**src/rtl/score_display.sv**
```systemverilog
// score_display: converts score/highScore to six BCD digits with a multi-cycle double-dabble engine and drives HEX0..HEX5.
// Build macro SCORE_DISPLAY_LEADING_BLANK_EN blanks leading zero digits on HEX5..HEX1.
module score_display #(
    parameter int CLOCK_FREQUENCY = 25000000,
    parameter int REFRESH_HZ      = 20
) (
    input  logic        Clock,
    input  logic        reset,
    input  logic [31:0] score,
    input  logic [31:0] highScore,
    input  logic        showHigh,
    input  logic        forceUpdate,
    output logic [23:0] scoreBCD,
    output logic [23:0] highBCD,
    output logic [6:0]  HEX0,
    output logic [6:0]  HEX1,
    output logic [6:0]  HEX2,
    output logic [6:0]  HEX3,
    output logic [6:0]  HEX4,
    output logic [6:0]  HEX5,
    output logic        busy,
    output logic        valid
);
    localparam int PERIOD = CLOCK_FREQUENCY / REFRESH_HZ;
    localparam int TICK_W = (PERIOD > 1) ? $clog2(PERIOD) : 1;
    localparam logic [TICK_W-1:0] TICK_RELOAD = TICK_W'(PERIOD - 1);

    localparam logic [2:0] IDLE    = 3'd0;
    localparam logic [2:0] LOAD_S  = 3'd1;
    localparam logic [2:0] SHIFT_S = 3'd2;
    localparam logic [2:0] LOAD_H  = 3'd3;
    localparam logic [2:0] SHIFT_H = 3'd4;
    localparam logic [2:0] DONE    = 3'd5;

    localparam logic [6:0] SEG_ZERO  = 7'b1000000;
    localparam logic [6:0] SEG_BLANK = 7'b1111111;
`ifdef SCORE_DISPLAY_LEADING_BLANK_EN
    localparam logic [41:0] HEX_RESET = {{5{SEG_BLANK}}, SEG_ZERO};
`else
    localparam logic [41:0] HEX_RESET = {6{SEG_ZERO}};
`endif

    function automatic logic [19:0] saturate(input logic [31:0] v);
        return (v > 32'd999999) ? 20'd999999 : v[19:0];
    endfunction

    function automatic logic [23:0] add3(input logic [23:0] b);
        logic [23:0] r;
        for (int i = 0; i < 6; i++) begin
            r[4*i +: 4] = (b[4*i +: 4] >= 4'd5) ? b[4*i +: 4] + 4'd3 : b[4*i +: 4];
        end
        return r;
    endfunction

    function automatic logic [6:0] seg7(input logic [3:0] d);
        case (d)
            4'd0:    return 7'b1000000;
            4'd1:    return 7'b1111001;
            4'd2:    return 7'b0100100;
            4'd3:    return 7'b0110000;
            4'd4:    return 7'b0011001;
            4'd5:    return 7'b0010010;
            4'd6:    return 7'b0000010;
            4'd7:    return 7'b1111000;
            4'd8:    return 7'b0000000;
            4'd9:    return 7'b0010000;
            default: return SEG_BLANK;
        endcase
    endfunction

    logic [TICK_W-1:0] tick_cnt_q, tick_cnt_d;
    logic              pending_q, pending_d;
    logic [2:0]        state_q, state_d;
    logic [31:0]       score_snap_q, score_snap_d;
    logic [31:0]       high_snap_q, high_snap_d;
    logic [19:0]       bin_q, bin_d;
    logic [23:0]       acc_q, acc_d;
    logic [4:0]        bit_cnt_q, bit_cnt_d;
    logic [23:0]       score_res_q, score_res_d;
    logic [23:0]       score_bcd_q, score_bcd_d;
    logic [23:0]       high_bcd_q, high_bcd_d;
    logic              valid_q, valid_d;
    logic [5:0][6:0]   hex_q, hex_d;

    logic              tick;
    logic              start;
    logic [23:0]       adj;
    logic [23:0]       disp;
`ifdef SCORE_DISPLAY_LEADING_BLANK_EN
    logic              lead;
`endif

    always_comb begin
        tick       = (tick_cnt_q == '0);
        tick_cnt_d = tick ? TICK_RELOAD : tick_cnt_q - TICK_W'(1);
        start      = pending_q | forceUpdate | tick;

        // Any request seen in IDLE starts a conversion at once; while busy only forceUpdate is remembered.
        pending_d = pending_q;
        if (state_q == IDLE) begin
            pending_d = 1'b0;
        end else if (forceUpdate) begin
            pending_d = 1'b1;
        end
    end

    always_comb begin
        adj          = add3(acc_q);
        state_d      = state_q;
        score_snap_d = score_snap_q;
        high_snap_d  = high_snap_q;
        bin_d        = bin_q;
        acc_d        = acc_q;
        bit_cnt_d    = bit_cnt_q;
        score_res_d  = score_res_q;
        score_bcd_d  = score_bcd_q;
        high_bcd_d   = high_bcd_q;
        valid_d      = 1'b0;

        case (state_q)
            IDLE: begin
                if (start) begin
                    score_snap_d = score;
                    high_snap_d  = highScore;
                    state_d      = LOAD_S;
                end
            end
            LOAD_S: begin
                bin_d     = saturate(score_snap_q);
                acc_d     = '0;
                bit_cnt_d = '0;
                state_d   = SHIFT_S;
            end
            SHIFT_S: begin
                {acc_d, bin_d} = {adj[22:0], bin_q, 1'b0};
                bit_cnt_d      = bit_cnt_q + 5'd1;
                if (bit_cnt_q == 5'd19) state_d = LOAD_H;
            end
            LOAD_H: begin
                score_res_d = acc_q;
                bin_d       = saturate(high_snap_q);
                acc_d       = '0;
                bit_cnt_d   = '0;
                state_d     = SHIFT_H;
            end
            SHIFT_H: begin
                {acc_d, bin_d} = {adj[22:0], bin_q, 1'b0};
                bit_cnt_d      = bit_cnt_q + 5'd1;
                if (bit_cnt_q == 5'd19) state_d = DONE;
            end
            DONE: begin
                // Both results land together so neither output ever shows a half-finished value.
                score_bcd_d = score_res_q;
                high_bcd_d  = acc_q;
                valid_d     = 1'b1;
                state_d     = IDLE;
            end
            default: state_d = IDLE;
        endcase
    end

    always_comb begin
        disp = showHigh ? high_bcd_q : score_bcd_q;
        for (int i = 0; i < 6; i++) begin
            hex_d[i] = seg7(disp[4*i +: 4]);
        end
`ifdef SCORE_DISPLAY_LEADING_BLANK_EN
        lead = 1'b1;
        for (int i = 5; i >= 1; i--) begin
            lead = lead & (disp[4*i +: 4] == 4'd0);
            if (lead) hex_d[i] = SEG_BLANK;
        end
`endif
    end

    always_ff @(posedge Clock or negedge reset) begin
        if (!reset) begin
            tick_cnt_q   <= TICK_RELOAD;
            pending_q    <= 1'b0;
            state_q      <= IDLE;
            score_snap_q <= '0;
            high_snap_q  <= '0;
            bin_q        <= '0;
            acc_q        <= '0;
            bit_cnt_q    <= '0;
            score_res_q  <= '0;
            score_bcd_q  <= '0;
            high_bcd_q   <= '0;
            valid_q      <= 1'b0;
            hex_q        <= HEX_RESET;
        end else begin
            tick_cnt_q   <= tick_cnt_d;
            pending_q    <= pending_d;
            state_q      <= state_d;
            score_snap_q <= score_snap_d;
            high_snap_q  <= high_snap_d;
            bin_q        <= bin_d;
            acc_q        <= acc_d;
            bit_cnt_q    <= bit_cnt_d;
            score_res_q  <= score_res_d;
            score_bcd_q  <= score_bcd_d;
            high_bcd_q   <= high_bcd_d;
            valid_q      <= valid_d;
            hex_q        <= hex_d;
        end
    end

    assign scoreBCD = score_bcd_q;
    assign highBCD  = high_bcd_q;
    assign busy     = (state_q != IDLE);
    assign valid    = valid_q;
    assign HEX0     = hex_q[0];
    assign HEX1     = hex_q[1];
    assign HEX2     = hex_q[2];
    assign HEX3     = hex_q[3];
    assign HEX4     = hex_q[4];
    assign HEX5     = hex_q[5];

endmodule

```
**config.mk**
```make
export PLATFORM = sky130hd
export DESIGN_NAME = score_display
export DESIGN_NICKNAME = d
export VERILOG_FILES = /design/src/rtl/score_display.sv
export SDC_FILE = /design/constraint.sdc
export NUM_CORES = 1
export LEC_CHECK = 0
export ABC_AREA = 1
export CORE_MARGIN = 8
export CORE_UTILIZATION = 53
export DETAILED_ROUTE_END_ITERATION = 16
export PLACE_DENSITY = 0.77
export SLEW_MARGIN = 20
export SYNTH_ARGS = -nofsm -noshare
export SYNTH_HDL_FRONTEND = slang
export SYNTH_SLANG_ARGS = --single-unit
```
**constraint.sdc**
```tcl
create_clock -name Clock -period 2.65 [get_ports Clock]
set_input_delay 0.265 -clock Clock [delete_from_list [all_inputs] [get_ports Clock]]
set_output_delay 0.265 -clock Clock [all_outputs]
set_load 0.005 [all_outputs]
```
==> results.sh <==
export IMPL_clk_latency_ns=0.54
export IMPL_fp_dieArea_mm2=0.0277
export IMPL_yosysTopAreaCell="dfrtp_1"
export IMPL_status="complete, no violations"
export IMPL_cpLargestDelayFamily="simple AND/OR/NAND/NOR gates"
export IMPL_grt_pass1_vias=9437
export IMPL_grt_ovfl_total=0
export IMPL_switching_share_pct=20.8
export IMPL_ant_nets=0
export IMPL_worst_path_buf_inv=2
export IMPL_p_seq_share_pct=47.3
export IMPL_antenna_found_initial=0
export IMPL_via_per_inst=5.15
export IMPL_root_buffer="clkbuf_16"
export IMPL_fin_ws_ns=0.405
export IMPL_slowest_delay_ns=0.55
export IMPL_total_power_w=0.00845
export IMPL_final_area_mm2=0.0148
export IMPL_nFillCells=1828
export IMPL_cellLeakagePower_nw=7.10
export IMPL_ir_worst_vdd_mv=0.363
export IMPL_vias=9702
export IMPL_p_per_area_mw_per_mm2=569
export IMPL_synth_top_area_share_pct=49.2
export IMPL_crit_path_start_kind="flop"
export IMPL_clock_fmax_mhz=445
export IMPL_cts_htree_levels=1
export IMPL_ys_ff_latch=253
export IMPL_slew_violations=0
export IMPL_syn_inst=1428
export IMPL_initialDrtViolationCount=765
export IMPL_max_slew_margin_rel_pct=43.8
export IMPL_hold_viol_final=0
export IMPL_grt_pass1_wl_mm=45.8
export IMPL_grt_usage_pct=19.3
export IMPL_rsz0062_at_grt="no"
export IMPL_yosys_top_cells_area="dfrtp_1 49%, nand2_1 9.1%, o21ai_0 7.6%, inv_1 7.3%, ha_1 4.6%"
export IMPL_synth_most_common_cell="nand2_1"
export IMPL_synth_main_ff_cell="dfrtp_1"
export IMPL_wl_per_cell_um=14.1
export IMPL_syn_area_mm2=0.0120
export IMPL_die_w_um=167
export IMPL_hold_ws_ns=0.281
export IMPL_dr_pass1_iters=6
export IMPL_intPower_w=0.00670
export IMPL_wirelength_mm=26.5
export IMPL_power_frac_comb_pct=5.3
export IMPL_hold_class="input port to flop"
export IMPL_drive_gt1_share_pct=6.01
export IMPL_clkPwrFrac_pct=47.4
export IMPL_port_buffers=159
export IMPL_gp_congestion=0.876
export IMPL_place_area_mm2=0.0139
export IMPL_rows=55
export IMPL_min_period_ns=2.25
export IMPL_worstPathCellList="inv_1 -> ha_1 -> nand2_1 -> nor2_2 -> and3_2 -> nand4_4 -> nand2_2 -> nand2_4 -> buf_12 -> nor2_1 -> a21oi_1"
export IMPL_synth_fp_nets=1540
export IMPL_insertedDiodeCount=0
export IMPL_syn_to_final_growth_pct=23.6
export IMPL_hpwl_mm=18.7
export IMPL_synthTopCellsByCount="290 x nand2_1, 236 x dfrtp_1, 232 x inv_1, 183 x o21ai_0, 136 x nor2_1"
export IMPL_setup_tns_ns=0
export IMPL_crit_fanout=110
export IMPL_synth_cell_types=38
export IMPL_power_switching_w=0.00176
export IMPL_core_area_mm2=0.0224
export IMPL_worst_pin_slew_ns=0.842
export IMPL_cap_violations=0
export IMPL_skew_ns=0.0223
export IMPL_yosys_warnings=0
export IMPL_period_share_pct=84.7
export IMPL_crit_required_ns=3.09
export IMPL_cts_sinks=253
export IMPL_die_h_um=167
export IMPL_cts_tree="yes"
export IMPL_post_place_ws_ns=0.364
export IMPL_ctsLongestPathBuffers=3
export IMPL_clkSlewWorstSetupHoldPaths_ns=0.06
export IMPL_syn_avg_cell_area_um2=8.41
export IMPL_synth_edf_count=0
export IMPL_ios=160
export IMPL_cp_end_kind="flop"
export IMPL_setup_viol=0
export IMPL_async_flop_share_pct=100
export IMPL_start_util_pct=53.5
export IMPL_critPathKind="flop to flop"
export IMPL_final_nets=1689
export IMPL_r2r_setup_slack_ns=0.40
export IMPL_numCtsBuffers=27
export IMPL_crit_arrival_ns=2.68
export IMPL_grt_max_degree=111
export IMPL_ys_seq_area_share_pct=52.9
export IMPL_drc_errors=0
export IMPL_critPathSlowestCell="dfstp_2"
==> power groups by stage <==
stage                     registers [W]  clock network [W]  logic (W)
after detailed placement        0.00406                  0   0.000454
final                           0.00400            0.00401   0.000449
after CTS                       0.00400            0.00410   0.000459
after global placement          0.00406                  0   0.000445
after global routing            0.00400            0.00425   0.000507
after floorplan                 0.00407                  0   0.000130
==> cells in the final DEF (no fill, tap or decap), drive strengths merged, types with 9 or more instances in the layout <==
cell type,count
nand2,292
dfrtp,236
inv,234
o21ai,193
clkdlybuf4s50,158
nor2,138
a21oi,64
nand3,59
ha,44
clkbuf,39
nand4,24
buf,19
dfstp,17
xor2,14
o22ai,11
nand3b,9
==> registers in the layout (all words and copies together) (netlist names) <==
register      count
HEX4              7
pending_q         1
HEX2              7
high_snap_q      32
scoreBCD         24
bin_q            20
tick_cnt_q       21
bit_cnt_q         5
highBCD          24
HEX0              7
valid             1
HEX5              7
HEX3              7
acc_q            24
score_snap_q     32
HEX1              7
score_res_q      24
state_q           3
==> worst reg2reg max path: cells and delay by family, from the launching register on <==
kind / cells / cell delay, ns
AND/OR/NAND/NOR: 7 / 0.78
flip-flops: 1 / 0.55
buffers and inverters: 2 / 0.40
adder cells (fa/ha/maj): 1 / 0.24
AO/OA/AOI/OAI: 1 / 0.15
==> cells by family after synthesis <==
group | share of synthesized area (%)
xor gates and xnor gates | 1.31
AOI/OAI and AO/OA | 12.6
DFF | 52.9
adders and majority gates | 4.58
and+or+nand+nor | 18.6
buffers and inverters | 9.94
==> cell type report <==
| class | instances | area (um2) | share of cell area, % |
|---|---|---|---|
| inverters | 233 | 875 | 5.89 |
| flip-flops and latches | 253 | 6350 | 42.8 |
| well taps | 285 | 357 | 2.40 |
| clock inverters | 11 | 165 | 1.11 |
| multi-input cells | 884 | 4480 | 30.2 |
| repair buffers | 178 | 1800 | 12.2 |
| clock buffers | 39 | 811 | 5.46 |
==> path summary, 6_finish.rpt <==
kind | endpoint | cells past startpoint | start
max in group asynchronous | HEX2[6] | 3 | reset
max | score_snap_q[7] | 11 | tick_cnt_q[0]
min reg2reg | score_snap_q[24] | 2 | score_snap_q[24]
min in group asynchronous | HEX5[1] | 2 | reset
max reg2reg | score_snap_q[7] | 11 | tick_cnt_q[0]
min | score_snap_q[28] | 3 | score[28]
==> layer usage <==
metal  part of all wire, %  wire length (um)  global-route usage (%)  vias up
met2                    45             11900                    30.7      282
li1                      -                 -                       -     4821
met5                     0                 0                       0        -
met4                   1.9               511                    5.09        0
met1                    47             12500                    26.5     4563
met3                   6.1              1630                    4.02       36
==> through the flow <==
step           utilization [%]  instances
6_report                  66.2       1883
5_1_grt                   66.2       1883
4_1_cts                   66.2       1883
3_5_place_dp              61.8       1832
3_3_place_gp              61.8       1832
2_1_floorplan                -       1428
==> what timing repair did <==
item / in CTS / in global routing
gates resized for setup: 0 / 0
hold buffers: 1 / 0
hold endpoints to repair: 90 / 0
buffers inserted: 0 / 0
Note: power is estimated with default switching activity, not from simulation.
